File: src/rtl/hack_mem_pkg.sv
// Shared constants and state encoding for the RAM512 self-test engine.
package hack_mem_pkg;

    localparam int RAM_AW = 9;
    localparam int RAM_DW = 16;
    localparam logic [RAM_DW-1:0] RAM_SEED = 16'h3021;

    // Run sequence: write/read pass 0, then write/read pass 1 with inverted data.
    typedef enum logic [2:0] {
        IDLE = 3'd0,
        WR0  = 3'd1,
        RD0  = 3'd2,
        WR1  = 3'd3,
        RD1  = 3'd4,
        DONE = 3'd5
    } bist_state_t;

endpackage

File: src/rtl/ram512_bist_if.sv
// RAM port bundle: the BIST (master) drives address/data/load, the RAM (slave) returns read data.
// Read data is combinational from ram_address; a write happens on the rising clock edge
// whenever ram_load is 1, there is no valid/ready handshake on this port.
interface ram512_bist_if;
    import hack_mem_pkg::*;

    logic [RAM_DW-1:0] ram_in;
    logic [RAM_DW-1:0] ram_out;
    logic              ram_load;
    logic [RAM_AW-1:0] ram_address;

    modport master (
        output ram_in,
        output ram_load,
        output ram_address,
        input  ram_out
    );

    modport slave (
        input  ram_in,
        input  ram_load,
        input  ram_address,
        output ram_out
    );

endinterface

File: src/rtl/ram512_bist_pattern.sv
// Combinational test-pattern generator: P(a,k) = SEED ^ a, inverted for pass 1.
module bist_pattern #(
    parameter int              AW   = 9,
    parameter int              DW   = 16,
    parameter logic [DW-1:0]   SEED = 16'h3021
) (
    input  logic [AW-1:0] a,
    input  logic          k,
    output logic [DW-1:0] p
);

    logic [DW-1:0] base;

    // Zero-extend the address, mix with the seed, invert on the second pass.
    always_comb begin
        base = SEED ^ {{(DW-AW){1'b0}}, a};
        p    = k ? ~base : base;
    end

endmodule

File: src/rtl/ram512_bist.sv
// RAM512 self-test engine: two write/read-compare passes over every word,
// reporting pass/fail, mismatch count and the location of the first mismatch.
module ram512_bist
    import hack_mem_pkg::*;
#(
    parameter int              AW   = RAM_AW,
    parameter int              DW   = RAM_DW,
    parameter logic [DW-1:0]   SEED = RAM_SEED
) (
    input  logic            clk,
    input  logic            reset,
    input  logic            start,
    ram512_bist_if.master   ram,
    output logic            busy,
    output logic            done,
    output logic            pass,
    output logic [AW+1:0]   err_count,
    output logic [AW-1:0]   fail_addr,
    output logic            fail_pass,
    output bist_state_t     state_dbg
);

    bist_state_t   state;
    logic [AW-1:0] counter;
    logic          is_wr;
    logic          is_rd;
    logic          pass_k;
    logic          last;
    logic          mismatch;
    logic [AW+1:0] err_next;
    logic [DW-1:0] pattern;

    bist_pattern #(
        .AW   (AW),
        .DW   (DW),
        .SEED (SEED)
    ) u_pattern (
        .a (counter),
        .k (pass_k),
        .p (pattern)
    );

    // Decode phase from state; RAM drive and compare result follow from state and counter.
    always_comb begin
        is_wr           = (state == WR0) || (state == WR1);
        is_rd           = (state == RD0) || (state == RD1);
        pass_k          = (state == WR1) || (state == RD1);
        last            = (counter == {AW{1'b1}});
        mismatch        = is_rd && (ram.ram_out != pattern);
        err_next        = err_count + {{(AW+1){1'b0}}, mismatch};
        ram.ram_load    = is_wr;
        ram.ram_in      = is_wr ? pattern : '0;
        ram.ram_address = (is_wr || is_rd) ? counter : '0;
        state_dbg       = state;
    end

    // Sequencer, address counter and result registers.
    always_ff @(posedge clk) begin
        if (reset) begin
            state     <= IDLE;
            counter   <= '0;
            busy      <= 1'b0;
            done      <= 1'b0;
            pass      <= 1'b0;
            err_count <= '0;
            fail_addr <= '0;
            fail_pass <= 1'b0;
        end else begin
            case (state)
                IDLE, DONE: begin
                    if (start) begin
                        state     <= WR0;
                        counter   <= '0;
                        busy      <= 1'b1;
                        done      <= 1'b0;
                        pass      <= 1'b0;
                        err_count <= '0;
                        fail_addr <= '0;
                        fail_pass <= 1'b0;
                    end
                end
                WR0, WR1: begin
                    counter <= counter + AW'(1);
                    if (last) begin
                        state <= (state == WR0) ? RD0 : RD1;
                    end
                end
                RD0, RD1: begin
                    counter <= counter + AW'(1);
                    if (mismatch) begin
                        err_count <= err_next;
                        // Only the first mismatch of the whole run is recorded.
                        if (err_count == '0) begin
                            fail_addr <= counter;
                            fail_pass <= (state == RD1);
                        end
                    end
                    if (last) begin
                        if (state == RD0) begin
                            state <= WR1;
                        end else begin
                            state <= DONE;
                            busy  <= 1'b0;
                            done  <= 1'b1;
                            // err_next includes a mismatch on the final word.
                            pass  <= (err_next == '0);
                        end
                    end
                end
                default: begin
                    state <= IDLE;
                end
            endcase
        end
    end

endmodule

File: src/flat_wrapper.sv
// flat-port wrapper written by rule: the top's interface ports become plain ports
module ram512_bist_flat import hack_mem_pkg::*;
#(
    parameter int              AW   = RAM_AW,
    parameter int              DW   = RAM_DW,
    parameter logic [DW-1:0]   SEED = RAM_SEED
)
  (clk, reset, start, busy, done, pass, err_count, fail_addr, fail_pass, state_dbg, ram_ram_in, ram_ram_load, ram_ram_address, ram_ram_out);
  ram512_bist_if ram_i ();
  input  logic clk;
  input  logic reset;
  input  logic start;
  output logic busy;
  output logic done;
  output logic pass;
  output logic [AW+1:0] err_count;
  output logic [AW-1:0] fail_addr;
  output logic fail_pass;
  output bist_state_t state_dbg;
  output wire logic [$bits(ram_i.ram_in)-1:0] ram_ram_in;
  output wire logic [$bits(ram_i.ram_load)-1:0] ram_ram_load;
  output wire logic [$bits(ram_i.ram_address)-1:0] ram_ram_address;
  input wire logic [$bits(ram_i.ram_out)-1:0] ram_ram_out;
  assign ram_ram_in = ram_i.ram_in;
  assign ram_ram_load = ram_i.ram_load;
  assign ram_ram_address = ram_i.ram_address;
  assign ram_i.ram_out = ram_ram_out;
  ram512_bist #(.AW(AW), .DW(DW), .SEED(SEED)) u_core (.clk(clk), .reset(reset), .start(start), .ram(ram_i), .busy(busy), .done(done), .pass(pass), .err_count(err_count), .fail_addr(fail_addr), .fail_pass(fail_pass), .state_dbg(state_dbg));
endmodule
File: config.mk
export PLATFORM = sky130hd
export DESIGN_NAME = ram512_bist_flat
export DESIGN_NICKNAME = d
export VERILOG_FILES = /design/src/rtl/hack_mem_pkg.sv /design/src/rtl/ram512_bist_if.sv /design/src/rtl/ram512_bist_pattern.sv /design/src/rtl/ram512_bist.sv /design/src/flat_wrapper.sv
export SDC_FILE = /design/constraint.sdc
export NUM_CORES = 1
export LEC_CHECK = 0
export CAP_MARGIN = 20
export CORE_MARGIN = 4
export CORE_UTILIZATION = 45
export CTS_BUF_LIST = sky130_fd_sc_hd__clkbuf_8 sky130_fd_sc_hd__clkbuf_16
export DETAILED_ROUTE_END_ITERATION = 10
export GPL_TIMING_DRIVEN = 0
export PLACE_DENSITY = 0.78
export SYNTH_ARGS = -nofsm -noshare
export SYNTH_HDL_FRONTEND = slang
export SYNTH_SLANG_ARGS = --single-unit
File: constraint.sdc
create_clock -name clk -period 5.1 [get_ports clk]
set_input_delay 1.275 -clock clk [delete_from_list [all_inputs] [get_ports clk]]
set_output_delay 1.275 -clock clk [all_outputs]
set_load 0.01 [all_outputs]
==> impl_results.md, run 1 <==
* Sequential cell area fraction in the yosys report at 31.5%
* Die W at 79.3 um
* Number of library cell types mapped by synthesis at 46
* Placeable core region at 0.00482 sq mm
* Final WS setup at 370 ps
* Starting Density at 47.5%
* GRT overflow at 0
* Final setup TNS at 0 ps
* Syn_area_per_cell at 8.09 sq um
* EDFF count, synth at 0
* Cell Rows at 25
* Status: complete, no violations
* ANT nets after route at 0
* First-pass detailed-route iteration total at 4
* Slew HR at 31.7%
* Setup Viol. Count Final at 0
* Clock-pin slew on the worst setup and hold paths at 70 ps
* Gpl congestion at 0.847
* Finished layout cell area at 0.00318 sq mm
* CTS tree: built
* Area Overhead vs Synth at 38.9%
* Final net count at 385
* Clock sink total at 36
* Hold WS at 483 ps
* Tmin final at 4730 ps
* WP data arrival at 4940 ps
* Die H at 79.3 um
* First-pass GRT wire length at 10,800 um
* Layout cell share with drive strength beyond 1 at 7.44%
* GR Util All Layers at 21.3%
* Achievable frequency at 211 MHz
* Most used DFF post-synth: dfxtp_1
* RSZ-0062 raised after global routing: no
* Die ar. at 0.00629 sq mm
* Final Hold Fails at 0
* Endpoint type of the worst setup path: register
* Max-slew violation count at 0
* Top-area cell type share of the netlist area at 31.5%
* Ant diodes at 0
* DP Area at 0.00307 sq mm
* Register bit total from synthesis at 36
* Period utilization at 92.7%
* Syn_nets at 306
* Pwr/cell area at 179 mW/mm^2
* Port bufs at 70
* Clock Latency Late Sink at 280 ps
* Initial antenna violation count at 0
* Detailed-route wire length per cell at 15.2 um
* # Max-Cap Violations at 0
* Gr busiest metal: met2
* Dpl ws at -81.6 ps
* Worst Skew at 5.52 ps
* Number of top-level pins at 72
* CP startpoint kind: primary input
* WP data required at 5310 ps
* Post-DP HPWL at 4950 um
* Layout Utilization at 66.0%
* DR vias at 2,356
* # DRC at 0
* CTS Root Cell: clkbuf_8
* Largest net degree at the start of global routing at 11
* Longest Clk Path Bufs at 2
* Top post-synthesis cells by area: dfxtp_1, xor2_1, nor2_1, a22o_1, xnor2_1
* CTS Hold Bufs at 0
* DR iter-0 viols at 177
* Worst Hold Class: register to register
* Routed wire length at 6530 um
* Asr flop ratio synth at 0%
* Crit path kind: primary input to register
* Ys Warns at 0
* CTS buffer count at 5
* Syn Inst Count at 283
* Vias in the first global route at 2,152
* Maximum fanout along the worst path at 8
* Post-Syn Area at 0.00229 sq mm
* Peak VDD IR at 0.159 mV
* Cts repair resizes at 0
* Met1 Use GR at 29.7%
* CTS H-tree depth at 2
* M3 GR Usage at 3.17%
* Worst Tran Pin Value at 1020 ps
* Synth area leader: dfxtp_1
* Leakage at 0.00117 uW
* Global Route met2 Usage at 34.3%
* Vias/cell at 5.48
## metal layers
layer	vias to the layer above	share of wire, %
li1	1159	-
met1	1123	45
met2	70	48
met3	4	5.9
met4	0	0.89
met5	-	0
## logic make-up after synthesis
logic type,count (synthesis),synth area share [%]
muxes,2,0.874
buffers and inverters,38,8.31
AOI/OAI and AO/OA,62,20.0
adders and majority gates,4,2.19
DFF,36,31.5
xor gates and xnor gates,29,11.1
and+or+nand+nor,112,26.1
## worst max-delay path, stage by stage
cell and delay, ps:
clkdlybuf4s50_1 480, xor2_1 200, nand4_1 100, or4_1 450, a21oi_1 320, a21o_1 270, inv_2 110, ha_1 220
ha_1 250, nand3_1 160, nor3_1 80, and3_1 240, nor2b_1 120, a31oi_1 50, or4_1 470, a21oi_1 140
## area by class of cell
cell class              instances  area [sq um]
flip-flops and latches         36           721
inverters                      13          55.1
clock inverters                 2          7.51
clock buffers                   6          82.6
multi-input cells             209          1380
well taps                      67          83.8
repair buffers                 72           716
fillers                       434          1640
plain buffers                  25           135
## layout by cell type (no fill, tap or decap), types with 2 or more instances in the layout
master,netlist,layout
nor4_1,5,5
and3_1,3,3
a22o_1,13,13
a211oi_1,4,4
buf_6,2,2
and4_1,2,2
ha_1,4,4
inv_1,10,12
clkbuf_8,0,6
nand2b_1,5,5
mux2i_1,2,2
nand2_1,13,13
dfxtp_1,36,36
a31oi_1,3,3
a21o_1,2,2
a21oi_1,10,10
nor2_1,31,31
nor3b_1,4,4
buf_4,6,8
o21ai_0,17,17
buf_2,3,3
clkbuf_1,14,14
xnor2_1,11,11
or4_1,3,3
a211o_1,2,2
clkdlybuf4s50_1,0,70
a221oi_1,3,3
nand3_1,7,7
nor2b_1,2,2
nand4_1,8,8
xor2_1,18,18
and2_1,9,9
a22oi_1,3,3
nor3_1,14,14
## synth_stat cells (2+ instances only)
master / count
a211o_1: 2
a211oi_1: 4
a21o_1: 2
a21oi_1: 10
a221oi_1: 3
a22o_1: 13
a22oi_1: 3
a31oi_1: 3
and2_1: 9
and3_1: 3
and4_1: 2
buf_2: 3
buf_4: 6
buf_6: 2
clkbuf_1: 14
dfxtp_1: 36
ha_1: 4
inv_1: 10
mux2i_1: 2
nand2_1: 13
nand2b_1: 5
nand3_1: 7
nand4_1: 8
nor2_1: 31
nor2b_1: 2
nor3_1: 14
nor3b_1: 4
nor4_1: 5
o21ai_0: 17
or4_1: 3
xnor2_1: 11
xor2_1: 18
## through the flow
stage	power (uW)	std cells
after floorplan	336	283
after global placement	371	420
after detailed placement	373	420
after CTS	574	428
after global routing	596	430
final	569	430
## state kept, by name, summed over array words and instances (netlist names)
name and cells:
u_core.done 1, u_core.counter 9, u_core.busy 1, u_core.fail_addr 9, u_core.pass 1, u_core.fail_pass 1, u_core.state_dbg 3, u_core.err_count 11
## worst paths after layout
| path | to | start | slack (ps) | depth (start not counted) |
|---|---|---|---|---|
| max reg2reg | u_core.pass | u_core.state_dbg[2] | 1120 | 18 |
| min | u_core.done | u_core.done | 480 | 2 |
| max | u_core.pass | ram_ram_out[4] | 370 | 16 |
| min reg2reg | u_core.done | u_core.done | 480 | 2 |
## where the power goes
| part | total [uW] | switching, uW | internal [uW] |
|---|---|---|---|
| registers | 286 | 2.12 | 284 |
| clock network | 202 | 95.5 | 106 |
| logic | 81.6 | 43.0 | 38.6 |
| total | 569 | 141 | 428 |
## timing repair
item,CTS,global route
hold endpoints to repair,0,0
buffers inserted,0,2
endpoints found under the setup margin,0,1
Power figures use the tool's default switching activity.
==> run 2: changes to the inputs <==
- HOLD_SLACK_MARGIN: default -> 0.06
==> results of run 2 <==
Same layout as run 1: the final DEF is identical, and so are final timing and power.
